[src/rtl/icache_direct_mapped_if.sv]
// Fetch-side and memory-side signals of the instruction cache.
// The slave modport is the cache; the master modport is the fetch stage together with memory_control.
interface icache_direct_mapped_if;
  logic        imemren;
  logic [31:0] imemaddr;
  logic        flush;
  logic        ihit;
  logic [31:0] imemload;
  logic        iren;
  logic [31:0] iaddr;
  logic        iwait;
  logic [31:0] iload;

  modport slave (
    input  imemren, imemaddr, flush, iwait, iload,
    output ihit, imemload, iren, iaddr
  );

  modport master (
    output imemren, imemaddr, flush, iwait, iload,
    input  ihit, imemload, iren, iaddr
  );
endinterface

[src/rtl/icache_direct_mapped.sv]
// Direct-mapped, read-only instruction cache with 2-word blocks.
// Hits return data in the same cycle. Misses fill the whole block from memory_control.
//
// state | meaning
// IDLE  | lookup; a hit returns data combinationally, a miss latches the block address
// FILL0 | reading word 0 of the block; held while iwait is high
// FILL1 | reading word 1; on completion the tag is written and the line is marked valid
module icache_direct_mapped #(
  parameter int SETS = 8
) (
  input logic               clk,
  input logic               nrst,
  icache_direct_mapped_if.slave bus
);
  localparam int IDXW = $clog2(SETS);
  localparam int TAGW = 29 - IDXW;

  typedef enum logic [1:0] {IDLE, FILL0, FILL1} state_t;

  state_t            state;
  logic [SETS-1:0]   valid;
  logic [TAGW-1:0]   tags  [SETS];
  logic [31:0]       data0 [SETS];
  logic [31:0]       data1 [SETS];
  logic [31:0]       fill_addr;
  logic              flush_pend;
  logic              iren_q;
  logic [31:0]       iaddr_q;

  logic [IDXW-1:0]   idx;
  logic [IDXW-1:0]   fidx;
  logic [TAGW-1:0]   tag;
  logic              hit;

  assign idx  = bus.imemaddr[2+IDXW:3];
  assign tag  = bus.imemaddr[31:3+IDXW];
  assign fidx = fill_addr[2+IDXW:3];

  assign hit = nrst && (state == IDLE) && bus.imemren && !bus.flush
               && valid[idx] && (tags[idx] == tag);

  assign bus.ihit     = hit;
  assign bus.imemload = hit ? (bus.imemaddr[2] ? data1[idx] : data0[idx]) : 32'h0;
  assign bus.iren     = iren_q & nrst;
  assign bus.iaddr    = nrst ? iaddr_q : 32'h0;

  // Line storage carries no reset; nothing is visible until valid is set.
  always_ff @(posedge clk) begin
    if (nrst && !bus.iwait) begin
      if (state == FILL0) begin
        data0[fidx] <= bus.iload;
      end
      if (state == FILL1) begin
        data1[fidx] <= bus.iload;
        tags[fidx]  <= fill_addr[31:3+IDXW];
      end
    end
  end

  always_ff @(posedge clk) begin
    if (!nrst) begin
      state      <= IDLE;
      valid      <= '0;
      fill_addr  <= 32'h0;
      flush_pend <= 1'b0;
      iren_q     <= 1'b0;
      iaddr_q    <= 32'h0;
    end else begin
      case (state)
        IDLE: begin
          if (bus.flush) begin
            valid <= '0;
          end else if (bus.imemren && !hit) begin
            fill_addr <= {bus.imemaddr[31:3], 3'b000};
            iaddr_q   <= {bus.imemaddr[31:3], 3'b000};
            iren_q    <= 1'b1;
            state     <= FILL0;
          end
        end
        FILL0: begin
          if (bus.flush) begin
            flush_pend <= 1'b1;
          end
          if (!bus.iwait) begin
            iaddr_q <= fill_addr + 32'd4;
            state   <= FILL1;
          end
        end
        FILL1: begin
          if (!bus.iwait) begin
            // A flush seen at any point during the fill wipes the freshly filled line too.
            if (flush_pend || bus.flush) begin
              valid <= '0;
            end else begin
              valid[fidx] <= 1'b1;
            end
            flush_pend <= 1'b0;
            iren_q     <= 1'b0;
            iaddr_q    <= 32'h0;
            state      <= IDLE;
          end else if (bus.flush) begin
            flush_pend <= 1'b1;
          end
        end
        default: state <= IDLE;
      endcase
    end
  end
endmodule

[src/flat_wrapper.sv]
// flat-port wrapper written by rule: the top's interface ports become plain ports
module icache_direct_mapped_flat 
#(
  parameter int SETS = 8
)
  (clk, nrst, bus_imemren, bus_imemaddr, bus_flush, bus_iwait, bus_iload, bus_ihit, bus_imemload, bus_iren, bus_iaddr);
  icache_direct_mapped_if bus_i ();
  input logic clk;
  input logic nrst;
  input wire logic [$bits(bus_i.imemren)-1:0] bus_imemren;
  input wire logic [$bits(bus_i.imemaddr)-1:0] bus_imemaddr;
  input wire logic [$bits(bus_i.flush)-1:0] bus_flush;
  input wire logic [$bits(bus_i.iwait)-1:0] bus_iwait;
  input wire logic [$bits(bus_i.iload)-1:0] bus_iload;
  output wire logic [$bits(bus_i.ihit)-1:0] bus_ihit;
  output wire logic [$bits(bus_i.imemload)-1:0] bus_imemload;
  output wire logic [$bits(bus_i.iren)-1:0] bus_iren;
  output wire logic [$bits(bus_i.iaddr)-1:0] bus_iaddr;
  assign bus_i.imemren = bus_imemren;
  assign bus_i.imemaddr = bus_imemaddr;
  assign bus_i.flush = bus_flush;
  assign bus_i.iwait = bus_iwait;
  assign bus_i.iload = bus_iload;
  assign bus_ihit = bus_i.ihit;
  assign bus_imemload = bus_i.imemload;
  assign bus_iren = bus_i.iren;
  assign bus_iaddr = bus_i.iaddr;
  icache_direct_mapped #(.SETS(SETS)) u_core (.clk(clk), .nrst(nrst), .bus(bus_i));
endmodule
[config.mk]
export PLATFORM = sky130hd
export DESIGN_NAME = icache_direct_mapped_flat
export DESIGN_NICKNAME = d
export VERILOG_FILES = /design/src/rtl/icache_direct_mapped_if.sv /design/src/rtl/icache_direct_mapped.sv /design/src/flat_wrapper.sv
export SDC_FILE = /design/constraint.sdc
export NUM_CORES = 1
export LEC_CHECK = 0
export CELL_PAD_IN_SITES_DETAIL_PLACEMENT = 0
export CELL_PAD_IN_SITES_GLOBAL_PLACEMENT = 1
export CORE_MARGIN = 3
export CORE_UTILIZATION = 40
export DETAILED_ROUTE_END_ITERATION = 8
export GPL_TIMING_DRIVEN = 0
export MAX_ROUTING_LAYER = met4
export PLACE_DENSITY_LB_ADDON = 0.1
export SYNTH_ARGS = -nofsm -noshare
export SYNTH_HDL_FRONTEND = slang
export SYNTH_SLANG_ARGS = --single-unit
[constraint.sdc]
create_clock -name clk -period 11.5 [get_ports clk]
set_clock_uncertainty 0.1 [all_clocks]
set_input_delay 2.3 -clock clk [delete_from_list [all_inputs] [get_ports clk]]
set_output_delay 2.3 -clock clk [all_outputs]
set_load 0.01 [all_outputs]
==> summary.md, run 1 <==
| Metric | Value |
|---|---|
| Flop pwr share | 0.502 |
| Cells after Synth | 1636 |
| Vias | 16.1k |
| DRC viols | 0 |
| Logic pwr share | 0.089 |
| CTS Buf Count | 85 |
| NetSw | 0.00152 W |
| Initial antenna violation count | 2 |
| TritonCTS Sinks | 791 |
| Die X | 286 um |
| Arr. time, crit path | 7.23 ns |
| Largest net degree at the start of global routing | 23 |
| Worst relative slew slack | 0.222 |
| Die H | 286 um |
| CP Class | primary input to output port |
| Critical path peak fanout | 10 |
| Setup_tns | 0 ns |
| Final antenna-violating net count | 0 |
| Slew @ Worst Pin | 1.17 ns |
| TritonCTS clock tree | built |
| Final Util | 0.482 |
| Commonest non-fill, non-tap cell in the layout | edfxtp_1 |
| Post-CTS Setup Bufs | 0 |
| PostCTS Resize Cnt | 0 |
| Fin crit period | 9.63 ns |
| Reg clk slew, reported paths | 0.06 ns |
| WL final | 79900 um |
| Root buffer cell | clkbuf_16 |
| Insertion delay to the later sink of the worst-skew pair | 0.64 ns |
| Int Power | 0.00496 W |
| Dpl hpwl | 52900 um |
| Share of cells above drive strength 1 | 0.210 |
| Placed Area | 34700 um2 |
| Vias in the first global route | 17.2k |
| Final instance area | 37400 um2 |
| Async set or reset register ratio after synthesis | 0 |
| Drt first-iter violations | 1404 |
| Power per Cell Area | 173 nW/um2 |
| Synth cell types | 48 |
| CP Capture Type | output port |
| Initial Utilization | 0.404 |
| Critical Path RT | 9.10 ns |
| Final Cycle Share | 0.837 |
| I/O pins | 135 |
| Core region area | 77600 um2 |
| Fin nets | 1968 |
| CTS Hold Buffers Added | 0 |
| Post-synth top flop | edfxtp_1 |
| First-pass GRT wire length | 117000 um |
| Synth Register Bits | 791 |
| I/O Buffers | 128 |
| Switching Share | 0.234 |
| Clock share of power | 0.408 |
| RD Place Congestion | 0.805 |
| Final setup viols | 0 |
| DRT Pass-1 Iters | 5 |
| Total grt overflow | 0 |
| Max-slew violations | 0 |
| CTS max path bufs | 3 |
| Routed len/inst | 26.6 um |
| Synth Area per Inst | 19.2 um2 |
| Routed vias/inst | 5.37 |
| Overall fraction of global-route tracks in use | 0.204 |
| H-tree depth | 3 |
| Status | completed |
| Register area share after synthesis | 0.734 |
| Worst VDD drop | 0.0989 mV |
| FMAX | 104 MHz |
| Commonest non-fill, non-tap cells in the layout | edfxtp_1, mux4_2, clkdlybuf4s50_1 |
| Synthesized cell area | 31400 um2 |
| YS warnings | 0 |
| Max-Cap Viols | 0 |
| Area Overhead vs Synth | 19.3% |
| P_leak | 11.9 nW |
| Die area | 81800 um2 |
| Worst Setup Start Kind | primary input |
| Final hold violations | 0 |
| RSZ-0062 raised after global routing | no |
| Post-synth EDFFs | 720 |
| Cell Rows | 102 |
| Hold Crit Class | register to register |
## through the flow
stage          total power, W  hold slack [ns]  setup WS, ns  std cells
6_report              0.00648            0.369          1.87       3003
5_1_grt               0.00672            0.395          1.60       3003
4_1_cts               0.00656            0.371          1.74       3002
3_5_place_dp          0.00390            0.348          1.73       2847
3_3_place_gp          0.00389            0.342         -6.64       2805
2_1_floorplan         0.00364            0.322          2.24       1637
## routing by layer
metal | wire (um) | track usage
met3 | 3600 | 0.0315
met1 | 35200 | 0.275
met2 | 39500 | 0.330
met5 | 0 | -
met4 | 1530 | 0.0462
## cell families after synthesis
logic type,after synthesis,share of synthesized area
compound gates,130,0.0257
xor+xnor,22,0.00614
fa+ha+maj,5,0.00199
buf+inv,135,0.0194
flops,791,0.734
mux,276,0.169
other cells,1,0.000120
simple gates,276,0.0437
## layout make-up
class	count	area [um2]
tap	1040	1300
fill	6601	40200
antenna	1	2.50
timing repair buffer	170	1940
clock inverter	42	397
clock buffer	113	2290
multi-input combinational	711	7850
buffer	100	477
inverter	35	131
sequential	791	23000
## synth_stat cells, types with 2 or more instances
library cell  instances  share of area
clkbuf_1             59         0.0071
or4b_1                2        0.00064
buf_2                12         0.0019
buf_1                13         0.0016
a22oi_1              11         0.0026
and2_1               35         0.0070
edfxtp_1            720           0.69
buf_6                 7         0.0025
inv_1                34         0.0041
o211ai_1              2        0.00048
mux2i_1              74          0.024
nand3_1              31         0.0049
nand3b_1              3        0.00072
nor2_1               28         0.0033
a41oi_1               2        0.00056
xnor2_1              22         0.0061
nor4_1                2        0.00040
o31ai_1              31         0.0074
a31oi_1               4        0.00080
nand2_1             113          0.014
a21oi_1              10         0.0016
dfxtp_1              71          0.045
nand2b_1              4        0.00080
nor2b_1              39         0.0078
o2111ai_1             4         0.0011
o21ai_0              60         0.0096
buf_4                 9         0.0022
ha_1                  5         0.0020
or2_2                 2        0.00040
and3_1                4        0.00080
nor3_1                2        0.00032
mux4_2              202           0.14
or4_1                 3        0.00072
nand4_1               2        0.00040
## sequential cells by signal, indices dropped and copies added, names as in the netlist, 2 cells and up
signal            flops
u_core.fill_addr     29
u_core.tags         208
u_core.data0        256
u_core.iaddr_q       30
u_core.state          2
u_core.valid          8
u_core.data1        256
## power groups by stage
stage / Sequential (W) / Clock (W) / Combinational [W]
after floorplan: 0.00330 / 0 / 0.000343
after global placement: 0.00332 / 0 / 0.000571
after detailed placement: 0.00331 / 0 / 0.000588
after CTS: 0.00325 / 0.00271 / 0.000590
after global routing: 0.00326 / 0.00283 / 0.000628
final: 0.00325 / 0.00265 / 0.000579
## worst max-delay path, stage by stage
cell,delay [ns]
clkdlybuf4s50_1,0.56
buf_4,0.28
buf_4,0.29
mux4_2,0.33
mux2i_1,0.38
xnor2_1,0.21
nand4_1,0.13
or4b_1,0.54
or4_1,0.51
buf_2,0.25
clkbuf_1,0.38
nor2b_1,0.41
clkdlybuf4s50_1,0.62
## worst paths after layout
kind | end | start | slack (ns) | cells after the start
worst max-delay path | bus_imemload[24] | bus_imemaddr[4] | 1.87 | 13
worst min-delay path | u_core.valid[1]$_SDFFE_PN0P_ | u_core.valid[1]$_SDFFE_PN0P_ | 0.37 | 2
worst max register to register | u_core.iren_q$_SDFFE_PN0P_ | u_core.tags[2][23]$_DFFE_PP_ | 7.68 | 11
worst min register to register | u_core.valid[1]$_SDFFE_PN0P_ | u_core.valid[1]$_SDFFE_PN0P_ | 0.37 | 2
No activity file was read; power rests on OpenSTA's default activity.
==> inputs of run 2 (changes only) <==
==> constraint.sdc (replaced) <==
create_clock -name clk -period 9.7 [get_ports clk]
set_clock_uncertainty 0.1 [all_clocks]
set_input_delay 1.94 -clock clk [delete_from_list [all_inputs] [get_ports clk]]
set_output_delay 1.94 -clock clk [all_outputs]
set_load 0.01 [all_outputs]
==> results of run 2 <==
Same layout as run 1 (identical final DEF). Status: completed.
Main changes from that run: setup slack after placement 1.73 ns -> 0.655 ns; setup slack after layout 1.87 ns -> 0.794 ns; register-to-register setup slack 7.68 ns -> 5.88 ns; total power 0.00648 W -> 0.00768 W; worst IR drop on VDD 0.0989 mV -> 0.117 mV
==> inputs of run 3 (changes only) <==
--- a/config.mk
+++ b/config.mk
@@ -10,7 +10,9 @@
 export CORE_MARGIN = 3
 export CORE_UTILIZATION = 40
 export DETAILED_ROUTE_END_ITERATION = 8
+export GPL_ROUTABILITY_DRIVEN = 0
 export GPL_TIMING_DRIVEN = 0
+export HOLD_SLACK_MARGIN = 0.12
 export MAX_ROUTING_LAYER = met4
 export PLACE_DENSITY_LB_ADDON = 0.1
 export SYNTH_ARGS = -nofsm -noshare
==> constraint.sdc (replaced) <==
create_clock -name clk -period 11.5 [get_ports clk]
set_clock_uncertainty 0.1 [all_clocks]
set_input_delay 2.3 -clock clk [delete_from_list [all_inputs] [get_ports clk]]
set_output_delay 2.3 -clock clk [all_outputs]
set_load 0.01 [all_outputs]
==> results of run 3 <==
The final DEF is identical to that of run 1; final timing and power are the same.
==> variant 1: new RTL, config.mk and constraints of run 1 <==
Reset style: asynchronous (`nrst`), changed in one clocked block.
--- a/src/rtl/icache_direct_mapped.sv
+++ b/src/rtl/icache_direct_mapped.sv
@@ -57,7 +57,7 @@
     end
   end
 
-  always_ff @(posedge clk) begin
+  always_ff @(posedge clk or negedge nrst) begin
     if (!nrst) begin
       state      <= IDLE;
       valid      <= '0;
Function: no difference found for any inputs over 4 cycles, from zero or initial values and one cycle with nrst low; that may be too few to reach the edited logic, so the function may still have changed.
==> variant 1 against run 1 <==
- sequential cell count unchanged
- worst setup slack worse by 0.11 ns
- clock power up 2%
- wire length up 0.14%
- critical path depth unchanged
- die area up 0.74%
- final area up 1.1%
- sequential power up 11%
- area after synthesis up 0.75%
- total power up 14%
- via count down 3.6%
- critical path type unchanged
==> variant 1: results (changes against run 1) <==
[worst_hold_path]
worstHoldEndpoint=u_core.valid[5]
hold_path.class=reg2reg
hp-start=u_core.valid[5]
hold_path_depth=2  ; unchanged

[power]
power_clock_mw=2.69  ; +2%
ir_drop_v=0.0001109  ; +12%
switching_share=0.2533  ; +0.01925
leakagePower_nw=12.46  ; +4.3%
sequentialPowerShare=0.490  ; -0.012

[drt]
drtIter0Drc=1238  ; -12%
dr.pass1.iters=6  ; +1
vias=15550  ; -3.6%
wl_mm=79.96  ; +0.14%

[placed_design]
dp_hpwl_mm=51.39  ; -2.8%
dp_slack_ns=1.705  ; -0.02926 ns
routabilityCongestion=0.7439  ; -7.6%
place_area_um2=35080  ; +0.97%

[logic_synthesis]
ys.flop_type=edfxtp_1
synth.cells.most_frequent=720 x edfxtp_1, 190 x mux4_2, 71 x dfrtp_1, 50 x nand2_1, 48 x mux2i_1
yosysSeqAreaShare=0.7402  ; +0.005776
synth_cell_types=52  ; +8.3%
ys_warn_count=0  ; unchanged
synth_async_sr_flop_share=0.08976  ; +0.08976
synth.area.top_cells=edfxtp_1 68%, mux4_2 14%, dfrtp_1 5.6%

[status]
status=complete, no violations

[worst_setup_path]
r2r_cells=9  ; -2
r2r-end=u_core.fill_addr[24]
endpoint=bus_imemload[27]
r2r_start=u_core.tags[0][14]
ff2ff_setup_slack_ns=7.61  ; -0.07 ns
critPathArrivalTime_ns=7.34  ; +0.11 ns
crit_path_start=bus_imemaddr[5]

[sta]
relSlewSlack=0.1616  ; -0.06026
max_freq_mhz=102.7  ; -1.1%
holdWs_ns=0.4030  ; +0.03439 ns

[cts]
cts_made_buffers=86  ; +1.2%
clkLatencyLatePin_ns=0.62  ; -0.02 ns
cts_buffer_depth=3  ; unchanged

[global_route]
grt_pass1_wl_mm=116.0  ; -1.2%
grt_pass1_vias=16620  ; -3.3%
grt_use_total=0.2023  ; -0.001589
grt_max_degree=43  ; +87%

[final_layout]
drive_gt1_frac=0.2512  ; +0.04122
fin_nets=1857  ; -5.6%

## variant 1: cell types whose count changed in the layout (fill, tap and decap cells not counted), sizes merged, moves of 24 or more
cell,delta
dfrtp,+71
mux2i,-26
mux2,+73
o31ai,-31
nand2,-63
clkbuf,-24
dfxtp,-71
## variant 1: final cells by class
type | instances | area, µm²
fillers | 6511 | 40020
flip-flops and latches | 791 | 23400
multi-input cells | 629 | 7719
clock buffers | 112 | 2344
repair buffers | 161 | 2052
well taps | 1040 | 1301
plain buffers | 77 | 471.7
clock inverters | 48 | 404.1
inverters | 37 | 138.9
diodes | 2 | 5.005
## variant 1: logic make-up (layout without fill, tap and decap cells)
family | count (synthesis) | after routing | share of synthesized area
AO/OA/AOI/OAI | 87 | 87 | 0.01813
XOR/XNOR | 14 | 14 | 0.003879
adder cells (fa/ha/maj) | 5 | 5 | 0.001979
buffers and inverters | 114 | 435 | 0.01931
flip-flops | 791 | 791 | 0.7402
multiplexers | 311 | 311 | 0.1801
other | 1 | 4 | 0.0001186
AND/OR/NAND/NOR | 210 | 210 | 0.03630
## variant 1: worst max-delay path: stages
cell,delay [ns]
clkdlybuf4s50_1,0.66
buf_6,0.22
buf_12,0.15
buf_6,0.18
mux4_2,0.31
mux2i_1,0.19
xnor2_1,0.33
nand4_1,0.17
nor4_1,0.44
nand4_1,0.69
clkbuf_1,0.53
nor2b_1,0.49
clkdlybuf4s50_1,0.63
## variant 1: routing by layer
layer	vias up	track usage	wire, µm
li1	6750	-	-
met1	8326	0.2694	35260
met2	377	0.3355	40200
met3	100	0.02768	3296
met4	0	0.04302	1204
met5	-	-	0
## variant 1: through the flow
step | std cells | power, mW
after floorplan | 1534 | 4.289
after global placement | 2702 | 4.714
after detailed placement | 2735 | 4.765
after CTS | 2895 | 7.472
after global routing | 2897 | 7.675
final | 2897 | 7.382
==> variant 2: new RTL, settings of run 1 <==
Without the edit above. `SETS` is set to 8 in 2 places; all go to 4.
--- a/src/rtl/icache_direct_mapped.sv
+++ b/src/rtl/icache_direct_mapped.sv
@@ -6,7 +6,7 @@
 // FILL0 | reading word 0 of the block; held while iwait is high
 // FILL1 | reading word 1; on completion the tag is written and the line is marked valid
 module icache_direct_mapped #(
-  parameter int SETS = 8
+  parameter int SETS = 4
 ) (
   input logic               clk,
   input logic               nrst,
--- a/src/flat_wrapper.sv
+++ b/src/flat_wrapper.sv
@@ -1,7 +1,7 @@
 // flat-port wrapper written by rule: the top's interface ports become plain ports
 module icache_direct_mapped_flat 
 #(
-  parameter int SETS = 8
+  parameter int SETS = 4
 )
   (clk, nrst, bus_imemren, bus_imemaddr, bus_flush, bus_iwait, bus_iload, bus_ihit, bus_imemload, bus_iren, bus_iaddr);
   icache_direct_mapped_if bus_i ();
Formal check against the unedited RTL: no difference found for any inputs over 4 cycles, from zero or initial values and one cycle with nrst low; that may be too few to reach the edited logic, so the function may still have changed.
==> variant 2 against run 1 <==
- sequential cell count decreased by 360
- worst setup slack improved by 0.64 ns
- area after synthesis decreased by 43%
- global-route usage decreased by 0.55 points
- final area decreased by 42%
- total power decreased by 43%
- wire length decreased by 44%
==> variant 2: results (changes against run 1) <==
[worst_setup_path]
critPathArrivalTime_ns=6.59  ; -0.64 ns
r2r_start=u_core.tags[3][4]
crit_path_start=bus_imemaddr[4]
r2r_cells=8  ; -3

[drt]
drtIter0Drc=700  ; -50%
viasPerCell=5.353  ; -0.37%
wl_mm=44.74  ; -44%

[logic_synthesis]
synth.cells.most_frequent=364 x edfxtp_1, 81 x mux4_2, 67 x dfxtp_1, 63 x a21oi_1, 62 x nand3_1
synth.area.top_cells=edfxtp_1 61%, mux4_2 10%, dfxtp_1 7.5%
synth_edf_count=364  ; -49%
yosysSeqAreaShare=0.6899  ; -0.04450
syn_avg_cell_area_um2=16.81  ; -12%

[final_layout]
antenna_cells=0  ; -1
instances_no_fill=1878  ; -37%
drive_gt1_frac=0.1771  ; -0.03288
fin_nets=1332  ; -32%

[global_route]
grt_use_total=0.1984  ; -0.005531
grt_max_degree=24  ; +4.3%
antenna_found_initial=0  ; -2

[cts]
postCtsSetupRepairBufs=0  ; unchanged
clkLatencyLatePin_ns=0.58  ; -0.06 ns
ctsHtreeMaxLevel=2  ; -1

[placed_design]
dp_slack_ns=2.428  ; +0.6935 ns
dp.cells=1795  ; -37%
dp_hpwl_mm=29.99  ; -43%
routabilityCongestion=0.8171  ; +1.5%
place_area_um2=20260  ; -42%

[power]
ir_drop_v=0.00009858  ; -0.34%
leakagePower_nw=7.107  ; -40%

[sta]
relSlewSlack=0.3244  ; +0.1026

[status]
status=complete, no violations

[worst_hold_path]
hp-start=u_core.iaddr_q[2]

## variant 2: changes by cell type after synthesis, sizes merged, moves of 14 or more
cell,change
edfxtp,-356
mux2,+29
nand2,-91
nand2b,+26
a21oi,+53
nand3,+31
mux2i,-14
nor2,+17
inv,-22
nor2b,-32
clkbuf,-19
o21ai,-27
o31ai,-31
mux4,-121
## variant 2: worst max-delay path, stage by stage
cell             delay, ns
clkdlybuf4s50_1       0.52
buf_2                 0.40
buf_2                 0.46
mux4_2                0.38
xnor2_1               0.34
nand4_1               0.15
a2111o_1              0.36
or4_1                 0.61
buf_6                 0.20
buf_8                 0.17
nor2_4                0.14
clkdlybuf4s50_1       0.55
## variant 2: final timing paths
check	to	slack (ns)
setup reg to reg	u_core.iren_q	7.93
setup / recovery	bus_imemload[27]	2.51
hold / removal	u_core.iaddr_q[2]	0.37
hold reg to reg	u_core.iaddr_q[2]	0.37
## variant 2: power breakdown
part / internal [mW] / switching [mW] / total, mW
logic: 0.197 / 0.313 / 0.510
clock network: 0.806 / 0.596 / 1.40
registers: 1.76 / 0.0265 / 1.79
## variant 2: logic make-up after synthesis
| logic type | Yosys count | share of synthesized area |
|---|---|---|
| flip-flops | 431 | 0.6899 |
| AND/OR/NAND/NOR | 222 | 0.07787 |
| buffers and inverters | 82 | 0.02258 |
| other | 1 | 0.0002108 |
| multiplexers | 170 | 0.1547 |
| XOR/XNOR | 25 | 0.01231 |
| adder cells (fa/ha/maj) | 5 | 0.003517 |
| AO/OA/AOI/OAI | 122 | 0.03897 |
## variant 2: layout make-up
type / count / area (µm²)
Clock inverter: 13 / 127.6
Timing Repair Buffer: 151 / 1685
Sequential cell: 431 / 12270
Clock buffer: 70 / 1301
Buffer: 70 / 356.6
Inverter: 12 / 45.04
Multi-Input combinational cell: 546 / 5174
Tap cell: 585 / 732.0
Fill cell: 3706 / 21760
## variant 2: routing by layer
layer	GRT usage	vias to the layer above	wire length [µm]
met1	0.2596	5172	19120
met4	0.05719	0	1063
li1	-	4525	-
met2	0.3281	277	22370
met5	-	-	0
met3	0.02667	78	2183
